`src/rtl/ifetch_queue.sv`:
```
// rtl/ifetch_queue.sv - sequential instruction prefetch queue with redirect flush
module ifetch_queue #(
   parameter int                ADDR_W      = 32,
   parameter int                DATA_W      = 32,
   parameter int                DEPTH       = 4,
   parameter int                MEM_LATENCY = 1,
   parameter logic [ADDR_W-1:0] RESET_PC    = '0,
   parameter int                PC_STEP     = 4
) (
   input  logic                      clk,
   input  logic                      rst,
   input  logic                      redirect_i,
   input  logic [ADDR_W-1:0]         redirect_pc_i,
   output logic                      mem_ce_o,
   output logic [ADDR_W-1:0]         mem_addr_o,
   input  logic [DATA_W-1:0]         mem_data_i,
   output logic                      inst_valid_o,
   output logic [DATA_W-1:0]         inst_o,
   output logic [ADDR_W-1:0]         inst_pc_o,
   input  logic                      inst_ready_i,
   output logic [$clog2(DEPTH):0]    count_o
);

   localparam int                PTR_W   = $clog2(DEPTH);
   localparam int                CNT_W   = PTR_W + 1;
   localparam logic [ADDR_W-1:0] PC_INC  = ADDR_W'(PC_STEP);
   localparam logic [ADDR_W-1:0] PC_MASK = ~(ADDR_W'(PC_STEP - 1));

   logic [ADDR_W-1:0]      fetch_pc;
   logic [MEM_LATENCY-1:0] pipe_vld;
   logic [ADDR_W-1:0]      pipe_pc [MEM_LATENCY];
   logic [DATA_W-1:0]      fifo_data [DEPTH];
   logic [ADDR_W-1:0]      fifo_pc [DEPTH];
   logic [PTR_W-1:0]       rd_ptr;
   logic [PTR_W-1:0]       wr_ptr;
   logic [CNT_W-1:0]       count;
   int                     inflight;
   logic                   push;
   logic                   pop;

   // Count requests still travelling through the memory pipe.
   always_comb begin
      inflight = 0;
      for (int i = 0; i < MEM_LATENCY; i++) begin
         inflight = inflight + int'(pipe_vld[i]);
      end
   end

   // Issue only when every outstanding request is guaranteed a FIFO slot.
   assign mem_ce_o   = !rst && !redirect_i && ((int'(count) + inflight) < DEPTH);
   assign mem_addr_o = fetch_pc;

   // A redirect discards the response arriving this edge and any pop.
   assign push = pipe_vld[MEM_LATENCY-1] && !redirect_i;
   assign pop  = inst_valid_o && inst_ready_i && !redirect_i;

   // Fetch address: restart on reset/redirect, advance on every issue.
   always_ff @(posedge clk or posedge rst) begin
      if (rst) begin
         fetch_pc <= RESET_PC;
      end else if (redirect_i) begin
         fetch_pc <= redirect_pc_i & PC_MASK;
      end else if (mem_ce_o) begin
         fetch_pc <= fetch_pc + PC_INC;
      end
   end

   // Valid tags of in-flight requests; a redirect kills all of them.
   always_ff @(posedge clk or posedge rst) begin
      if (rst) begin
         pipe_vld <= '0;
      end else if (redirect_i) begin
         pipe_vld <= '0;
      end else begin
         pipe_vld[0] <= mem_ce_o;
         for (int i = 1; i < MEM_LATENCY; i++) begin
            pipe_vld[i] <= pipe_vld[i-1];
         end
      end
   end

   // Addresses of in-flight requests travel alongside their tags.
   always_ff @(posedge clk) begin
      pipe_pc[0] <= mem_addr_o;
      for (int i = 1; i < MEM_LATENCY; i++) begin
         pipe_pc[i] <= pipe_pc[i-1];
      end
   end

   // FIFO storage: returned word paired with the pc that requested it.
   always_ff @(posedge clk) begin
      if (push) begin
         fifo_data[wr_ptr] <= mem_data_i;
         fifo_pc[wr_ptr]   <= pipe_pc[MEM_LATENCY-1];
      end
   end

   // FIFO pointers and occupancy; pointers wrap naturally at DEPTH.
   always_ff @(posedge clk or posedge rst) begin
      if (rst) begin
         rd_ptr <= '0;
         wr_ptr <= '0;
         count  <= '0;
      end else if (redirect_i) begin
         rd_ptr <= '0;
         wr_ptr <= '0;
         count  <= '0;
      end else begin
         if (push) wr_ptr <= wr_ptr + PTR_W'(1);
         if (pop)  rd_ptr <= rd_ptr + PTR_W'(1);
         if (push && !pop)      count <= count + CNT_W'(1);
         else if (pop && !push) count <= count - CNT_W'(1);
      end
   end

   // The issue throttle must make a write into a full FIFO impossible.
   always_ff @(posedge clk) begin
      if (!rst && push && !pop) begin
         assert (int'(count) < DEPTH);
      end
   end

   assign inst_valid_o = (count != '0);
   assign inst_o       = inst_valid_o ? fifo_data[rd_ptr] : '0;
   assign inst_pc_o    = inst_valid_o ? fifo_pc[rd_ptr]   : '0;
   assign count_o      = count;

endmodule

```
`config.mk`:
```
export PLATFORM = sky130hd
export DESIGN_NAME = ifetch_queue
export DESIGN_NICKNAME = d
export VERILOG_FILES = /design/src/rtl/ifetch_queue.sv
export SDC_FILE = /design/constraint.sdc
export NUM_CORES = 1
export LEC_CHECK = 0
export BUFFER_PORTS_ARGS = -buffer_cell sky130_fd_sc_hd__buf_2
export CAP_MARGIN = 15
export CORE_UTILIZATION = 52
export CTS_CLUSTER_SIZE = 28
export DETAILED_ROUTE_END_ITERATION = 10
export PLACE_DENSITY_LB_ADDON = 0.15
export SLEW_MARGIN = 0
export SYNTH_ARGS = -nofsm -noshare
export SYNTH_HDL_FRONTEND = slang
export SYNTH_SLANG_ARGS = --single-unit
```
`constraint.sdc`:
```
create_clock -name clk -period 3 [get_ports clk]
set_clock_uncertainty 0.15 [all_clocks]
set_input_delay 0.6 -clock clk [delete_from_list [all_inputs] [get_ports clk]]
set_output_delay 0.6 -clock clk [all_outputs]
set_load 0.02 [all_outputs]
```
==> out/metrics.yaml <==
synth:
  synth_area_mm2: 0.0123
  ys_seq_area_frac: 0.734
  synth_area_leaders: "edfxtp_1, mux4_2, dfrtp_1"
  avgSynthCellArea_um2: 17.7
  async_flop_share: 0.120
  ys_ff_latch: 316
  synth_ff_type: "edfxtp_1"
  synth_common_cells: "edfxtp_1, and2_1, mux4_2"
  synth_cell_types: 53
  synth_top_area_share: 0.607
  syn_inst: 693
  yosysMostFrequentCell: "edfxtp_1"
  synth_edf_count: 248
  yosysWarningCount: 0
  yosysTopAreaCell: "edfxtp_1"
setup_path:
  cp_slowest_cell: "dfrtp_4"
  crit_fanout: 20
  cp-end-kind: "primary output"
  cp-start-kind: "flop"
  critPathBufInv: 2
  required_ns: 2.25
  timing.rr.end: "mem_addr_o[6]$_DFFE_PP0P_"
  rr_worst_depth: 6
  r2r_start: "pipe_vld$_DFF_PP0_"
  r2r_slack_ns: 0.58
  path_delay_family: "flip-flops"
  cp_slowest_stage_delay_ns: 0.54
  worst-setup-path-type: "flop to primary output"
  crit_arrival_ns: 2.18
  cp_cell_sequence: "buf_12 -> mux4_2 -> and2_1 -> buf_2"
global_routing:
  track_usage: 0.208
  antenna_found_initial: 0
  grt_pass1_wl_um: 38600
  grt_pass1_vias: 7012
  overflow: 0
  grt_max_degree: 29
drt:
  drtIter0Drc: 440
  routed_wirelength_um: 24500
  drc: 0
  wl_per_cell_um: 20.1
  antenna_left: 0
  dr_total_vias: 6815
  firstDrtPassIters: 7
  via_per_inst: 5.59
final_layout:
  drive_above_1_share: 0.358
  finalInstanceArea_mm2: 0.0148
  fillCellCount: 1594
  antenna-diode-count: 0
  nNetsFinal: 955
  area_delta_synth_final_pct: 20.6
pwr:
  leakagePower_nw: 5.41
  ir_worst_vdd_mv: 0.500
  total_power_mw: 12.9
  powerDensity_mw_per_mm2: 875
cts:
  cts_root_buf: "clkbuf_16"
  cts_buffers: 31
  ctsHoldBuffers: 0
  cts_sinks: 316
  clk-insertion-delay-late_ns: 0.54
  clk_path_buf_depth: 3
  htreeDepth: 1
  path_clk_slew_ns: 0.06
  cts_tree: "yes"
placed_design:
  place_area_mm2: 0.0136
  hpwl_um: 15700
  place.gp.congestion: 0.883
  portBuffers: 162
  place_ws_ns: 0.379
sta:
  worst_pin_slew_ns: 1.01
  rsz0062_at_grt: "true"
  period_needed_ns: 2.93
  report.final.slew_viol_count: 0
  hold_ws_ns: 0.0439
  period_share: 0.976
  setup_viol: 0
  finalSetupTns_ns: 0
  hold_viol: 0
  relSlewSlack: 0.326
  fmax_mhz: 341
  setup_slack_ns: 0.0707
floorplan:
  die_area_mm2: 0.0242
  die_w_um: 156
  initial_utilization: 0.535
  core_area_mm2: 0.0229
  ioPinCount: 169
  die_y_um: 156
  rows: 55
flow_run:
  drv_cap: 0
status:
  status: "completed"
min_path:
  hp-class: "input pin to asynchronous set/reset pin"
## worst reg2reg max path: stages, from the launching register on
cell      delay (ns)
dfrtp_1         0.49
nand3_1         0.20
nand2_1         0.13
inv_2           0.14
nor2_1          0.80
o21ai_0         0.24
o311ai_0        0.15
## layer usage
| metal | up-vias | global-route usage | wire length [um] |
|---|---|---|---|
| li1 | 3094 | - | - |
| met1 | 3416 | 0.288 | 10400 |
| met2 | 274 | 0.350 | 12100 |
| met3 | 31 | 0.0367 | 1700 |
| met4 | 0 | 0.0444 | 314 |
| met5 | - | 0 | 0 |
## power breakdown
part | switching (mW) | total (mW) | leakage (nW) | internal, mW
sequential | 0.291 | 5.33 | 2.96 | 5.04
clock | 1.55 | 4.01 | 0.534 | 2.46
combinational | 2.00 | 3.60 | 1.92 | 1.60
total | 3.84 | 12.9 | 5.41 | 9.10
## cell families (layout without fill, tap and decap cells)
| kind of cell | after synthesis | count (layout) | share of synthesized area |
|---|---|---|---|
| other cells | 1 | 4 | 0.000306 |
| buf+inv | 53 | 263 | 0.0187 |
| compound gates | 57 | 57 | 0.0329 |
| flops | 316 | 316 | 0.734 |
| xor+xnor | 5 | 5 | 0.00357 |
| fa+ha+maj | 6 | 6 | 0.00673 |
| mux | 64 | 64 | 0.115 |
| simple gates | 191 | 191 | 0.0886 |
## stage by stage
| stage | std cells | utilization |
|---|---|---|
| floorplan | 696 | - |
| CTS | 1219 | 0.644 |
| detailed placement | 1157 | 0.594 |
| finish | 1219 | 0.646 |
| global route | 1219 | 0.646 |
| global placement | 1157 | 0.594 |
## worst max path at each step
stage          slack, ns                    from  cells past startpoint                   endpoint
2_1_floorplan       0.44              redirect_i                      4  fifo_data[0][0]$_DFFE_PP_
3_3_place_gp        0.38   rd_ptr[0]$_DFFE_PP0P_                      4               inst_pc_o[8]
3_5_place_dp        0.38  count_o[0]$_DFFE_PP0P_                      7     count_o[2]$_DFFE_PP0P_
4_1_cts             0.02   rd_ptr[0]$_DFFE_PP0P_                      4              inst_pc_o[12]
5_1_grt            -0.02   rd_ptr[0]$_DFFE_PP0P_                      4                 inst_o[29]
6_report            0.07   rd_ptr[0]$_DFFE_PP0P_                      4              inst_pc_o[12]
## cell usage in the layout, fill, tap and decap left out, drive strengths merged, types with 2 or more instances in the layout
master	netlist	routed
a21oi	6	6
a221o	3	3
a22o	3	3
a31o	4	4
a31oi	2	2
and2	70	70
and3	10	10
and4	3	3
buf	18	191
bufinv	0	4
clkbuf	21	43
clkinv	0	7
clkinvlp	0	3
conb	1	4
dfrtp	38	38
dfxtp	30	30
edfxtp	248	248
ha	5	5
inv	14	15
mux2i	2	2
mux4	62	62
nand2	39	39
nand3	18	18
nand4	10	10
nor2	13	13
nor3	7	7
nor3b	4	4
o211ai	9	9
o21ai	16	16
o311ai	8	8
or3	9	9
or4	2	2
xnor2	2	2
xor2	3	3
## layout make-up
class / count / area, um^2 / area share
tap: 313 / 392 / 0.0265
multi-input combinational: 327 / 3070 / 0.208
timing repair buffer: 191 / 1170 / 0.0791
sequential: 316 / 9010 / 0.609
clock inverter: 15 / 188 / 0.0127
inverter: 14 / 52.6 / 0.00355
clock buffer: 43 / 912 / 0.0617
## registers in the layout (all words and copies together) (netlist names)
signal / flops
pipe_pc: 30
pipe_vld: 1
fifo_pc: 120
count_o: 3
rd_ptr: 2
wr_ptr: 2
mem_addr_o: 30
fifo_data: 128
## timing repair
item | CTS | global route
setup endpoints to repair | 63 | 12
setup buffers | 4 | 0
gates resized for setup | 1 | 11
Note: power is estimated with default switching activity, not from simulation.
